`src/rtl/seq_multiplier.sv`:
```
// Multi-cycle shift-add multiplier, signed or unsigned operands.
// Full 2*WIDTH-bit product delivered with a one-cycle done pulse.
module seq_multiplier #(
  parameter  int WIDTH = 32,
  localparam int CNT_W = $clog2(WIDTH) + 1
) (
  input  logic               clk,
  input  logic               reset,
  input  logic               start,
  input  logic               is_signed,
  input  logic [WIDTH-1:0]   dataA,
  input  logic [WIDTH-1:0]   dataB,
  output logic               busy,
  output logic               done,
  output logic [2*WIDTH-1:0] dataOut
);

  localparam logic [1:0] S_IDLE = 2'd0;
  localparam logic [1:0] S_CALC = 2'd1;
  localparam logic [1:0] S_SIGN = 2'd2;

  localparam logic [CNT_W-1:0] LAST = CNT_W'(WIDTH - 1);

  logic [1:0]         state_q, state_d;
  logic [CNT_W-1:0]   cnt_q, cnt_d;
  logic [WIDTH-1:0]   mcand_q, mcand_d;
  logic [WIDTH-1:0]   hi_q, hi_d;
  logic [WIDTH-1:0]   lo_q, lo_d;
  logic               neg_q, neg_d;
  logic               done_q, done_d;
  logic [2*WIDTH-1:0] dout_q, dout_d;

  logic [WIDTH-1:0]   mag_a, mag_b;
  logic [WIDTH:0]     sum;
  logic [2*WIDTH-1:0] prod;

  // -2^(WIDTH-1) negates to itself, which reads correctly as unsigned
  assign mag_a = (is_signed && dataA[WIDTH-1]) ? -dataA : dataA;
  assign mag_b = (is_signed && dataB[WIDTH-1]) ? -dataB : dataB;

  assign sum  = {1'b0, hi_q} + (lo_q[0] ? {1'b0, mcand_q} : '0);
  assign prod = {hi_q, lo_q};

  always_comb begin
    state_d = state_q;
    cnt_d   = cnt_q;
    mcand_d = mcand_q;
    hi_d    = hi_q;
    lo_d    = lo_q;
    neg_d   = neg_q;
    done_d  = 1'b0;
    dout_d  = dout_q;
    case (state_q)
      S_IDLE: begin
        if (start) begin
          neg_d   = is_signed &
                    (dataA[WIDTH-1] ^ dataB[WIDTH-1]);
          mcand_d = mag_a;
          hi_d    = '0;
          lo_d    = mag_b;
          cnt_d   = '0;
          state_d = S_CALC;
        end
      end
      S_CALC: begin
        hi_d  = sum[WIDTH:1];
        lo_d  = {sum[0], lo_q[WIDTH-1:1]};
        cnt_d = cnt_q + CNT_W'(1);
        if (cnt_q == LAST) state_d = S_SIGN;
      end
      S_SIGN: begin
        dout_d  = neg_q ? -prod : prod;
        done_d  = 1'b1;
        state_d = S_IDLE;
      end
      default: state_d = S_IDLE;
    endcase
  end

  always_ff @(posedge clk or posedge reset) begin
    if (reset) begin
      state_q <= S_IDLE;
      cnt_q   <= '0;
      mcand_q <= '0;
      hi_q    <= '0;
      lo_q    <= '0;
      neg_q   <= 1'b0;
      done_q  <= 1'b0;
      dout_q  <= '0;
    end else begin
      state_q <= state_d;
      cnt_q   <= cnt_d;
      mcand_q <= mcand_d;
      hi_q    <= hi_d;
      lo_q    <= lo_d;
      neg_q   <= neg_d;
      done_q  <= done_d;
      dout_q  <= dout_d;
    end
  end

  assign busy    = (state_q != S_IDLE);
  assign done    = done_q;
  assign dataOut = dout_q;

endmodule

```
`config.mk`:
```
export PLATFORM = sky130hd
export DESIGN_NAME = seq_multiplier
export DESIGN_NICKNAME = d
export VERILOG_FILES = /design/src/rtl/seq_multiplier.sv
export SDC_FILE = /design/constraint.sdc
export NUM_CORES = 1
export LEC_CHECK = 0
export ABC_AREA = 1
export CAP_MARGIN = 10
export CORE_ASPECT_RATIO = 0.9
export CORE_MARGIN = 4
export CORE_UTILIZATION = 50
export DETAILED_ROUTE_END_ITERATION = 6
export DONT_BUFFER_PORTS = 1
export SLEW_MARGIN = 20
export SYNTH_ARGS = -nofsm -noshare
export SYNTH_HDL_FRONTEND = slang
export SYNTH_SLANG_ARGS = --single-unit
```
`constraint.sdc`:
```
create_clock -name clk -period 7.6 [get_ports clk]
set_clock_uncertainty 0.05 [all_clocks]
set_input_delay 1.52 -clock clk [delete_from_list [all_inputs] [get_ports clk]]
set_output_delay 1.52 -clock clk [all_outputs]
set_load 0.005 [all_outputs]
```
==> impl_metrics.tcl, run 1 <==
set metrics [dict create \
    ir_drop_v 0.0001907 \
    num-fill-cells 2657 \
    drive_gt1_share_pct 5.227 \
    start_util_pct 51.24 \
    min_period_ns 3.463 \
    cpLargestDelayFamily "buffers and inverters" \
    path_clk_slew_ns 0.07 \
    core_sq_mm 0.02532 \
    setup_tns_ns 0 \
    tritoncts "done" \
    critPathKind "input pin to flop" \
    crit_fanout 65 \
    design.die.area_sq_mm 0.02860 \
    die_w_microns 177.8 \
    multi_input_area_sq_mm 0.007385 \
    cts_resized 0 \
    rsz0062_at_grt "false" \
    hold_path.class "flop to flop" \
    synth_warnings 0 \
    finalSetupViolCount 0 \
    power_leakage_nw 7.302 \
    synthArstFlopShare_pct 100.0 \
    layout.nets 2120 \
    yosys.area.top_type "dfrtp_1" \
    final_util_pct 54.32 \
    routed_via_density 5.303 \
    clock_path_buffers 2 \
    htree_levels 4 \
    cellPowerDensity_mw_per_mm2 413.6 \
    drc 0 \
    cpMostUsedCell "buf_4" \
    cts_buffers 17 \
    syn-num-nets 2150 \
    insertion_delay_ns 0.43 \
    synth-edff-count 0 \
    cts.sinks 170 \
    row_count 55 \
    synthFlopType "dfrtp_1" \
    finalMaxSlewViolations 0 \
    syn_to_final_growth_pct 6.007 \
    numPortBuffers 0 \
    antenna_cells 0 \
    slew_headroom_pct 37.69 \
    ys_ff_latch 170 \
    seqCellArea_sq_mm 0.004257 \
    gr-total-overflow 0 \
    yosys-top-cells-count "nand2_1, inv_1, nor2_1" \
    routabilityCongestion 0.9183 \
    end_kind "flop" \
    yosysMostFrequentCell "nand2_1" \
    met3_length_mm 2.994 \
    antenna_found_initial 0 \
    yosysUniqueCellTypes 47 \
    r2r_setup_slack_ns 4.68 \
    globalRouteTotalUtil_pct 27.15 \
    synth_area_sq_mm 0.01298 \
    wl_met2_mm 14.55 \
    die_y_microns 160.8 \
    period_share_pct 45.56 \
    ys_top_cells_by_area "dfrtp_1, nand2_1, inv_1" \
    grt_first_pass_wirelength_mm 61.96 \
    syn_area_per_cell_sq_um 6.345 \
    first_iter_violations 1065 \
    antenna_left 0 \
    dpl.hpwl_mm 30.22 \
    critPathArrivalTime_ns 3.74 \
    root_buffer "clkbuf_16" \
    cp_slowest_cell "buf_4" \
    maxCapViolCount 0 \
    drt-met1-wl_mm 20.15 \
    crit_path_start_kind "input pin" \
    drt_wl_total_mm 38.54 \
    cpPeakStageDelay_ns 0.51 \
    worstMarginPinSlew_ns 0.9336 \
    grt_max_degree 88 \
    cts_hold_buf 0 \
    yosysTopAreaCellShare_pct 32.78 \
    via_count 12568 \
    cts_setup_buffers 0 \
    ios 134 \
    status "finished, final reports clean" \
    cp_cell_sequence "nand2_2 > buf_4 > inv_4 > nor2_4 > buf_4 > inv_1 > o21ai_0" \
    topRoutingLayerUsed "met4" \
    routedWlPerCell_microns 16.26 \
    dr.pass1.iters 7 \
    ys_seq_area_share_pct 32.78 \
    max_freq_mhz 288.8 \
    synth_cells 2045 \
    worstPathRequired_ns 7.88 \
    worst-path-buf-inv 4 \
    final_hold_viol_count 0 \
    grt_pass1_vias 11660 \
]
[per-layer routing]
layer	vias to the layer above	global-route usage, %
li1	6411	-
met1	5649	44.55
met2	458	35.82
met3	50	4.613
met4	0	7.627
met5	-	0
[layout by cell type, fill, tap and decap left out, types with 25 or more instances in the layout]
cell	Yosys	routed
nand4_1	26	26
a22oi_1	25	25
nor2_1	213	213
xor2_1	52	52
o21ai_0	105	105
ha_1	36	36
nand2_1	702	701
dfrtp_1	170	168
inv_1	278	277
a21oi_1	48	48
nand3_1	192	192
[through the flow]
stage          hold WS [ns]  std cells  total power, mW  worst slack, ns  cell area (sq um)
6_report             0.4352       2370            5.689            4.137              13760
5_1_grt              0.4665       2370            6.246            3.861              13760
4_1_cts              0.4408       2370            5.658            4.123              13750
3_5_place_dp         0.4215       2338            4.798            3.681              13200
3_3_place_gp         0.4138       2338            4.733            3.720              13200
2_1_floorplan        0.3994       2045            3.955            1.427              12980
[logic make-up (layout without fill, tap and decap cells)]
family	Yosys count	in the layout	synth area share (%)
AOI/OAI and AO/OA	229	229	10.04
xor gates and xnor gates	59	59	3.982
and+or+nand+nor	1209	1209	39.21
buffers and inverters	341	324	10.37
adders and majority gates	37	37	3.625
DFF	170	170	32.78
[tightest hold or removal path: cells and delay by family (launching register included)]
| kind | cells | cell delay (ns) |
|---|---|---|
| AO/OA/AOI/OAI | 1 | 0.06 |
| flip-flops | 1 | 0.34 |
| AND/OR/NAND/NOR | 1 | 0.05 |
[registers in the layout, indices dropped and copies added, names as in the netlist]
signal	count
done	1
neg_q	1
state_q	2
hi_q	32
cnt_q	6
mcand_q	32
dataOut	64
lo_q	32
[final timing paths]
| path | end | startpoint | cells after the start |
|---|---|---|---|
| max in group asynchronous | neg_q$_DFFE_PP0P_ | reset | 2 |
| hold reg to reg | mcand_q[12]$_DFFE_PP0P_ | mcand_q[12]$_DFFE_PP0P_ | 2 |
| hold / removal | mcand_q[12]$_DFFE_PP0P_ | mcand_q[12]$_DFFE_PP0P_ | 2 |
| setup / recovery | hi_q[13]$_DFFE_PP0P_ | start | 7 |
| min in group asynchronous | dataOut[10]$_DFFE_PP0P_ | reset | 1 |
| setup reg to reg | hi_q[13]$_DFFE_PP0P_ | state_q[1]$_DFFE_PP0P_ | 8 |
[cell type report]
class	instances	share of cell area, %
Clock buffer	19	3.220
Sequential cell	170	30.94
Tap cell	342	3.111
Inverter	284	7.813
Timing Repair Buffer	8	0.4366
Clock inverter	13	0.7913
Multi-Input combinational cell	1534	53.68
[report_power, final]
part | leakage, nW | internal, mW | total (mW) | switching [mW]
logic | 4.94 | 1.02 | 2.97 | 1.96
clock network | 0.269 | 0.437 | 0.845 | 0.408
registers | 2.10 | 1.31 | 1.87 | 0.565
total | 7.30 | 2.76 | 5.69 | 2.93
No activity file was read; power rests on OpenSTA's default activity.
==> inputs of run 2 (changes only) <==
--- a/config.mk
+++ b/config.mk
@@ -12,6 +12,7 @@
 export CORE_UTILIZATION = 50
 export DETAILED_ROUTE_END_ITERATION = 6
 export DONT_BUFFER_PORTS = 1
+export PLACE_DENSITY = 0.68
 export SLEW_MARGIN = 20
 export SYNTH_ARGS = -nofsm -noshare
 export SYNTH_HDL_FRONTEND = slang
==> constraint.sdc (replaced) <==
create_clock -name clk -period 2.9 [get_ports clk]
set_clock_uncertainty 0.05 [all_clocks]
set_input_delay 0.58 -clock clk [delete_from_list [all_inputs] [get_ports clk]]
set_output_delay 0.58 -clock clk [all_outputs]
set_load 0.005 [all_outputs]
==> impl_metrics.tcl, run 2 (synthesis gave the netlist of run 1 again) <==
set metrics [dict create \
    status "finished, final reports clean" \
    crit_path_start_kind "flop" \
    fin_area_sq_mm 0.01389 \
    period_share_pct 88.11 \
    slew_headroom_pct 45.06 \
    routed_via_density 5.379 \
    ios 134 \
    dr.pass1.iters 5 \
    grt_max_degree 108 \
    worstPathRequired_ns 3.13 \
    critPathArrivalTime_ns 2.79 \
    insertion_delay_ns 0.44 \
    final_hold_viol_count 0 \
    antenna_found_initial 0 \
    path_clk_slew_ns 0.07 \
    layout.nets 2127 \
    core_sq_mm 0.02532 \
    final_cell_mix "nand2_1, inv_1, nor2_1, nand3_1, dfrtp_1" \
    power_leakage_nw 7.366 \
    globalRouteTotalUtil_pct 27.15 \
    drc 0 \
    cp_cell_sequence "nand2_1 > inv_1 > ha_1 > inv_1 > fa_1 > inv_1 > nand2_1 > nand3_1 > nand2_1 > nand2_1 > a21oi_1 > o21ai_0 > o21ai_0" \
    rsz0062_at_grt "false" \
    postPlaceCellArea_sq_mm 0.01331 \
    final_util_pct 54.86 \
    syn_to_final_growth_pct 7.068 \
    grt_pass1_vias 11768 \
    cts.sinks 170 \
    routabilityCongestion 0.9839 \
    layout_commonest_cell "nand2_1" \
    min_period_ns 2.555 \
    largest_reg_flops 64 \
    gr-total-overflow 0 \
    end_kind "flop" \
    cpPeakStageDelay_ns 0.46 \
    routedWlPerCell_microns 16.36 \
    ir_drop_v 0.0005681 \
    antenna_cells 0 \
    maxCapViolCount 0 \
    worstMarginPinSlew_ns 0.8232 \
    antenna_left 0 \
    hold_path.class "input pin to flop" \
    setup_tns_ns 0 \
    first_iter_violations 1142 \
    die_y_microns 160.8 \
    finalMaxSlewViolations 0 \
    cpMostUsedCell "nand2_1" \
    clock_path_buffers 2 \
    die_w_microns 177.8 \
    cts_buffers 17 \
    row_count 55 \
    design.die.area_sq_mm 0.02860 \
    cellPowerDensity_mw_per_mm2 1085 \
    start_util_pct 51.24 \
    via_count 12785 \
    critPathKind "flop to flop" \
    cp_slowest_cell "dfrtp_1" \
    tritoncts "done" \
    root_buffer "clkbuf_16" \
    hold_slack_ns 0.2643 \
    max_freq_mhz 391.4 \
    grt_first_pass_wirelength_mm 62.32 \
    drive_gt1_share_pct 5.504 \
    crit_fanout 4 \
    drt_wl_total_mm 38.90 \
    dpl.hpwl_mm 30.75 \
    htree_levels 4 \
    finalSetupViolCount 0 \
    numPortBuffers 0 \
]
==> run 2: cell types whose count changed in the layout (fill, tap and decap cells not counted), sizes merged <==
| cell | delta |
|---|---|
| inv | -1 |
| clkinvlp | +1 |
| clkinv | -1 |
| clkbuf | +1 |
| dlygate4sd3 | +1 |
| buf | +6 |
==> run 2: final cells by class <==
type | count | area, sq um
fillers | 2572 | 11430
multi-input cells | 1534 | 7385
flip-flops and latches | 170 | 4255
inverters | 284 | 1074
clock buffers | 20 | 466.7
well taps | 342 | 427.9
repair buffers | 15 | 177.7
clock inverters | 12 | 107.6
==> run 2: metal layers <==
layer / track usage, % / share of wire (%) / vias to the layer above
met5: 0 / 0 / -
met4: 5.624 / 1.6 / 0
met3: 6.143 / 9.4 / 44
met2: 37.64 / 39 / 494
met1: 42.90 / 50 / 5826
li1: - / - / 6421
==> run 2: path summary, 6_finish.rpt <==
path / start / cells after the start / to / slack, ns
worst max-delay path: lo_q[0]$_DFFE_PP0P_ / 13 / hi_q[13]$_DFFE_PP0P_ / 0.34
worst min-delay path: dataB[28] / 3 / lo_q[28]$_DFFE_PP0P_ / 0.26
worst max register to register: lo_q[0]$_DFFE_PP0P_ / 13 / hi_q[13]$_DFFE_PP0P_ / 0.34
worst min register to register: mcand_q[22]$_DFFE_PP0P_ / 2 / mcand_q[22]$_DFFE_PP0P_ / 0.44
max in group asynchronous: reset / 3 / hi_q[16]$_DFFE_PP0P_ / 1.42
min in group asynchronous: reset / 2 / dataOut[13]$_DFFE_PP0P_ / 0.52
==> run 2: per-stage QoR <==
stage	setup slack (ns)	total power [mW]	instances
detailed placement	0.4432	12.66	2344
finish	0.3448	15.07	2377
global route	0.1559	16.43	2377
CTS	0.4106	14.94	2377
floorplan	0.1013	10.37	2045
global placement	0.5136	12.51	2344
==> run 2: critical path, delay by kind of cell (launching register included) <==
kind / cells / cell delay (ns)
AOI/OAI and AO/OA: 3 / 0.42
adders and majority gates: 2 / 0.61
buffers and inverters: 3 / 0.25
DFF: 1 / 0.46
and+or+nand+nor: 5 / 0.59
==> run 2: what timing repair did <==
item	in CTS	in global routing
hold endpoints to repair	8	0
hold buffers	1	0
buffers inserted	0	0
gates resized for setup	0	0
==> run 2: where the power goes <==
part / internal [mW] / switching (mW)
Sequential: 3.43 / 1.48
Combinational: 2.72 / 5.20
Clock: 1.19 / 1.06
Total: 7.34 / 7.73
==> inputs of run 3 (changes only) <==
--- a/config.mk
+++ b/config.mk
@@ -12,6 +12,7 @@
 export CORE_UTILIZATION = 50
 export DETAILED_ROUTE_END_ITERATION = 6
 export DONT_BUFFER_PORTS = 1
+export MAX_ROUTING_LAYER = met4
 export PLACE_DENSITY = 0.68
 export SLEW_MARGIN = 20
 export SYNTH_ARGS = -nofsm -noshare
==> impl_metrics.tcl, run 3 (synthesis gave the netlist of run 1 again) <==
set metrics [dict create \
    status "finished, final reports clean" \
    cts_buffers 17 \
    grt_first_pass_wirelength_mm 62.44 \
    routedWlPerCell_microns 16.34 \
    power_mw 15.15 \
    design.die.area_sq_mm 0.02860 \
    antenna_cells 0 \
    final_util_pct 54.96 \
    maxCapViolCount 0 \
    ios 134 \
    cp_slowest_cell "dfrtp_1" \
    gr-total-overflow 0 \
    critPathArrivalTime_ns 2.69 \
    hold_slack_ns 0.07271 \
    antenna_found_initial 0 \
    instances_no_fill 2379 \
    cts_hold_buf 0 \
    globalRouteTotalUtil_pct 28.01 \
    core_sq_mm 0.02532 \
    ir_drop_v 0.0005241 \
    routabilityCongestion 1.003 \
    start_util_pct 51.24 \
    clock_path_buffers 2 \
    grt_pass1_vias 11867 \
    root_buffer "clkbuf_16" \
    tritoncts "done" \
    largest_reg_flops 64 \
    slew_headroom_pct 43.97 \
    num-fill-cells 2551 \
    min_period_ns 2.448 \
    final_cell_mix "nand2_1, inv_1, nor2_1, nand3_1, dfrtp_1" \
    drc 0 \
    final_hold_viol_count 0 \
    dp.cells 2347 \
    drt_wl_total_mm 38.88 \
    row_count 55 \
    path_clk_slew_ns 0.07 \
    worst-path-buf-inv 2 \
    setup_tns_ns 0 \
    worstMarginPinSlew_ns 0.8396 \
    cts.sinks 170 \
    rsz0062_at_grt "false" \
    die_y_microns 160.8 \
    insertion_delay_ns 0.44 \
    worstPathRequired_ns 3.14 \
    cts_resized 0 \
    cellPowerDensity_mw_per_mm2 1089 \
    dpl.hpwl_mm 30.89 \
    layout_commonest_cell "nand2_1" \
    finalSetupViolCount 0 \
    end_kind "flop" \
    syn_to_final_growth_pct 7.251 \
    grt_max_degree 88 \
    cpMostUsedCell "nand2_1" \
    cpLargestDelayFamily "simple AND/OR/NAND/NOR gates" \
    period_share_pct 84.40 \
    dr.pass1.iters 6 \
    drive_gt1_share_pct 5.646 \
    finalMaxSlewViolations 0 \
    max_freq_mhz 408.6 \
    cp_cell_sequence "buf_12 > nand2_1 > inv_1 > ha_1 > nand2_1 > nor2_1 > nand2_1 > nand3_1 > nand2_1 > nand2_1 > a21oi_1 > o21ai_0 > o21ai_0" \
    cts_setup_buffers 0 \
    crit_path_start_kind "flop" \
    hold_path.class "input pin to async pin" \
    crit_fanout 31 \
    die_w_microns 177.8 \
    numPortBuffers 0 \
    layout.nets 2129 \
    htree_levels 4 \
    first_iter_violations 1227 \
    routed_via_density 5.346 \
    cpPeakStageDelay_ns 0.45 \
    antenna_left 0 \
    power_leakage_nw 7.392 \
    critPathKind "flop to flop" \
    via_count 12718 \
]
[run 3: cell types whose count changed in the layout (fill, tap and decap cells not counted)]
cell	delta
buf_4	+3
clkinv_2	+2
clkinvlp_4	-2
bufinv_16	+1
clkbuf_8	-1
dlygate4sd3_1	-1
[run 3: layout make-up]
| class | count | area [sq um] | share of cell area, % |
|---|---|---|---|
| multi-input cells | 1534 | 7385 | 53.06 |
| clock inverters | 13 | 132.6 | 0.9530 |
| inverters | 284 | 1074 | 7.714 |
| flip-flops and latches | 170 | 4255 | 30.58 |
| clock buffers | 19 | 452.9 | 3.255 |
| repair buffers | 17 | 190.2 | 1.367 |
| well taps | 342 | 427.9 | 3.075 |
[run 3: stage by stage]
stage	setup slack, ns	area (sq um)
after global routing	0.2531	13920
after CTS	0.4934	13920
final	0.4524	13920
after detailed placement	0.5212	13330
after global placement	0.5835	13330
after floorplan	0.1013	12980
[run 3: final timing paths]
path,start,to,slack [ns],depth (start not counted)
hold / removal,reset,dataOut[12]$_DFFE_PP0P_,0.07,1
setup reg to reg,lo_q[0]$_DFFE_PP0P_,hi_q[13]$_DFFE_PP0P_,0.45,13
min in group clk,dataB[28],lo_q[28]$_DFFE_PP0P_,0.27,3
setup / recovery,lo_q[0]$_DFFE_PP0P_,hi_q[13]$_DFFE_PP0P_,0.45,13
hold reg to reg,mcand_q[22]$_DFFE_PP0P_,mcand_q[22]$_DFFE_PP0P_,0.43,2
max in group asynchronous,reset,dataOut[47]$_DFFE_PP0P_,2.04,2
[run 3: routing by layer]
layer	part of all wire (%)	GRT usage, %	up-vias
met5	0	-	-
li1	-	-	6426
met2	39	37.38	469
met3	8.9	6.072	40
met1	50	42.93	5783
met4	1.6	6.538	0
[run 3: power by group]
| group | internal, mW | leakage [nW] | switching (mW) | total, mW |
|---|---|---|---|---|
| clock network | 1.26 | 0.293 | 1.08 | 2.34 |
| logic | 2.71 | 5.00 | 5.18 | 7.89 |
| registers | 3.43 | 2.10 | 1.49 | 4.92 |
==> variant 1: new RTL, config.mk and constraints of run 3 <==
Set the parameter `WIDTH` to 16 (it was 32).
--- a/src/rtl/seq_multiplier.sv
+++ b/src/rtl/seq_multiplier.sv
@@ -3,3 +3,3 @@
 module seq_multiplier #(
-  parameter  int WIDTH = 32,
+  parameter  int WIDTH = 16,
   localparam int CNT_W = $clog2(WIDTH) + 1
Interface: changed (resized dataA, dataB and dataOut); port bits go from 134 to 70. The function was not compared with the original's and may differ.
==> variant 1 against run 3 <==
Synthesized area shrank 53%; via count shrank 56%; power down 52%; setup slack gained 0.15 ns; design area shrank 53%; wire length is 61% lower; sequential cell count fell by 81; worst hold slack better by 0.073 ns.
==> variant 1: results (changes against run 3) <==
GRT_PASS1_VIAS=5394  # -55%
SYNTH_TOP_CELLS_BY_COUNT='sky130_fd_sc_hd__nand2_1 (309), sky130_fd_sc_hd__inv_1 (106), sky130_fd_sc_hd__nor2_1 (92)'
NETLIST-CELL-TYPE-COUNT=37  # -21%
CRITICAL_PATH_PEAK_FANOUT=17  # -45%
LARGEST_REGISTER_FFS=32  # -50%
TIMING.CRITICAL_PATH.SLOWEST_CELL_DELAY_NS=0.65  # +0.20 ns
OUTCOME='finished, final reports clean'
DRT-TOTAL-WL_UM=15200  # -61%
FINISH.NET_COUNT=953  # -55%
GRT_MAX_DEGREE=60  # -32%
SYNTH.YOSYS.SEQ_AREA_SHARE=0.367  # +0.0388
TOTAL_LEAKAGE_POWER_nW=3.36  # -55%
MAXSLEWHEADROOM=0.552  # +0.112
POSTSYNTHNETCOUNT=961  # -55%
HTREE_NUM_LEVELS=3  # -1
DPL.CELL_COUNT=1040  # -56%
CP_DATA_ARRIVAL_TIME_NS=2.49  # -0.20 ns
POST_ROUTE_CELLS_DRIVE_ABOVE_1_SHARE=0.0467  # -0.00979
LAYOUTNONFILLERINSTCOUNT=1056  # -56%
CLOCK_INSERTION_DELAY_WORST_SKEW_NS=0.35  # -0.09 ns
CTS_INSERTED_BUFFERS=9  # -8
POSTSYNTHCELLCOUNT=903  # -56%
ROUTABILITYCONGESTION=0.912  # -9.1%
VDD_IR_DROP_MAX_mV=0.438  # -16%
DRT-INITIAL-DRC-COUNT=329  # -73%
GRT_PASS1_WL_UM=25300  # -59%
## variant 1: final timing paths
check	startpoint	end	slack, ns
max reg2reg	lo_q[0]	hi_q[11]	0.60
min in group clk	dataA[9]	mcand_q[9]	0.33
max	lo_q[0]	hi_q[11]	0.60
max in group asynchronous	reset	mcand_q[6]	1.94
min reg2reg	mcand_q[4]	mcand_q[4]	0.44
min	reset	dataOut[5]	0.15
## variant 1: worst register-to-register path, cell delays in order (launching register included)
cell	delay, ns
sky130_fd_sc_hd__dfrtp_1	0.65
sky130_fd_sc_hd__nand2_1	0.10
sky130_fd_sc_hd__inv_1	0.07
sky130_fd_sc_hd__ha_1	0.16
sky130_fd_sc_hd__inv_1	0.06
sky130_fd_sc_hd__fa_1	0.38
sky130_fd_sc_hd__inv_1	0.10
sky130_fd_sc_hd__nand3_1	0.07
sky130_fd_sc_hd__nand3_1	0.13
sky130_fd_sc_hd__nand3_1	0.11
sky130_fd_sc_hd__nand3_1	0.11
sky130_fd_sc_hd__nand2_1	0.06
sky130_fd_sc_hd__nand3_1	0.09
sky130_fd_sc_hd__nand2_1	0.06
## variant 1: stage by stage
stage	util	setup WS [ns]	cell area (um2)
5_1_grt	0.561	0.320	6550
3_3_place_gp	0.532	0.689	6200
3_5_place_dp	0.532	0.607	6200
4_1_cts	0.561	0.600	6550
2_1_floorplan	-	0.773	6080
6_report	0.561	0.600	6550
## variant 1: power groups by stage
stage	sequential [mW]	combinational [mW]	clock, mW
2_1_floorplan	2.21	2.81	0
3_3_place_gp	2.45	3.33	0
3_5_place_dp	2.48	3.43	0
4_1_cts	2.46	3.45	1.36
5_1_grt	2.56	3.99	1.42
6_report	2.47	3.46	1.34
## variant 1: per-layer routing
metal | track usage | wire (um)
met5 | - | 0
met4 | 0.0599 | 207
met3 | 0.0569 | 1190
met2 | 0.341 | 6390
met1 | 0.322 | 7400
## variant 1: cell type report
cell class / instances / area [um2]
repair buffers: 7 / 65.1
clock inverters: 5 / 103
fillers: 1154 / 5120
inverters: 113 / 428
clock buffers: 11 / 243
flip-flops and latches: 89 / 2230
multi-input cells: 675 / 3290
well taps: 156 / 195
## variant 1: cells by family (layout without fill, tap and decap cells)
kind of cell / count (synthesis) / after routing
adder cells (fa/ha/maj): 22 / 22
XOR/XNOR: 26 / 26
buffers and inverters: 139 / 136
AND/OR/NAND/NOR: 511 / 511
flip-flops: 89 / 89
AO/OA/AOI/OAI: 116 / 116
==> variant 2: new RTL, flow settings as in run 3 <==
Made on the original files. Remove the register `done_q`: a continuous assignment takes its place, so the output `done` follows one clock earlier.
--- a/src/rtl/seq_multiplier.sv
+++ b/src/rtl/seq_multiplier.sv
@@ -87,3 +87,2 @@
       neg_q   <= 1'b0;
-      done_q  <= 1'b0;
       dout_q  <= '0;
@@ -96,3 +95,2 @@
       neg_q   <= neg_d;
-      done_q  <= done_d;
       dout_q  <= dout_d;
@@ -100,2 +98,4 @@
   end
+
+  assign done_q = done_d;
 
Check against the original RTL: same outputs for any inputs over 10 cycles, from zero or initial values and one cycle with reset high; that may be too few to reach the edited logic, so the function may still have changed.
==> variant 2 against run 3 <==
Synthesized area decreased by 0.19%; combinational power decreased by 0.6%; maximum frequency decreased by 0.48%; design area down 0.52%; setup slack got worse by 0.012 ns; count of clock-buffer cells in the layout stayed put; wire length is 1.3% lower; power is 1.2% lower; critical path type unchanged; sequential share of layout area about the same; sequential cell count fell by 1; critical path depth decreased by 2.
==> variant 2: results (changes against run 3) <==
GRT_PASS1_WL_UM=61900  # -0.83%
VIA_PER_INST=5.36  # +0.18%
GRT_MAX_DEGREE=68  # -23%
CRIT_SLOWEST_CELL='sky130_fd_sc_hd__fa_1'
GRT.TOTAL_USAGE=0.278  # -0.00175
MAXSLEWHEADROOM=0.461  # +0.0211
TOTAL_CELL_AREA_AT_THE_PLACEMENT_STAGE_UM2=13300  # -0.32%
CTSLONGESTPATHBUFFERS=2  # unchanged
WL_MET3_UM=3540  # +1.9%
TOTAL_LEAKAGE_POWER_nW=7.35  # -0.57%
WL_MET1_UM=18900  # -3.2%
VDD_IR_DROP_MAX_mV=0.451  # -14%
WL_PER_CELL_UM=16.1  # -1.3%
OUTCOME='finished, final reports clean'
SYNTH.YOSYS.SEQ_AREA_SHARE=0.327  # -0.00130
GLOBALROUTEMET1UTIL=0.428  # -0.00164
FILLERS=2611  # +2.4%
SYNTH_TOP_CELLS_BY_COUNT='sky130_fd_sc_hd__nand2_1 (702), sky130_fd_sc_hd__inv_1 (278), sky130_fd_sc_hd__nor2_1 (213)'
ROUTABILITYCONGESTION=0.993  # -0.96%
MIN_PATH_TYPE='in -> async'
POSTSYNTHNETCOUNT=2149  # -0.047%
CRITICAL_PATH_PEAK_FANOUT=29  # -6.5%
DETAILROUTE.WIRELENGTH.MET2_UM=15100  # -0.39%
GRT_USE_MET3=0.0518  # -0.00894
CP_DATA_ARRIVAL_TIME_NS=2.70  # about the same
GRT_PASS1_VIAS=11800  # -0.40%
variant 2: per-stage QoR:
step	hold WS (ns)	worst slack, ns	cells	total power [mW]
2_1_floorplan	0.399	0.115	2044	10.4
3_3_place_gp	0.415	0.511	2347	12.5
3_5_place_dp	0.424	0.462	2347	12.6
4_1_cts	0.0610	0.447	2379	14.9
5_1_grt	0.0995	0.164	2379	16.3
6_report	0.0509	0.441	2379	15.0
variant 2: layout make-up:
cell class	count	area share
Sequential cell	169	0.306
Timing Repair Buffer	18	0.0125
Multi-Input combinational cell	1534	0.533
Clock buffer	19	0.0320
Tap cell	342	0.0309
Inverter	284	0.0775
Clock inverter	13	0.00813
variant 2: path summary, 6_finish.rpt:
kind,cells after the start,startpoint,end,slack [ns]
max,11,lo_q[0],hi_q[13],0.44
min,1,reset,dataOut[13],0.05
max reg2reg,11,lo_q[0],hi_q[13],0.44
min reg2reg,2,mcand_q[13],mcand_q[13],0.44
max in group asynchronous,2,reset,hi_q[14],1.93
min in group clk,2,dataA[23],mcand_q[23],0.25
variant 2: power by group:
| group | internal, mW | leakage [nW] | switching (mW) |
|---|---|---|---|
| registers | 3.42 | 2.08 | 1.52 |
| logic | 2.71 | 5.00 | 5.12 |
| clock network | 1.14 | 0.268 | 1.05 |
| total | 7.27 | 7.35 | 7.70 |
variant 2: cells by family (layout without fill, tap and decap cells):
kind of cell,after synthesis,after routing,synth area share
AOI/OAI and AO/OA,229,229,0.101
xor gates and xnor gates,59,59,0.0399
adders and majority gates,37,37,0.0363
buffers and inverters,341,334,0.104
DFF,169,169,0.327
and+or+nand+nor,1209,1209,0.393
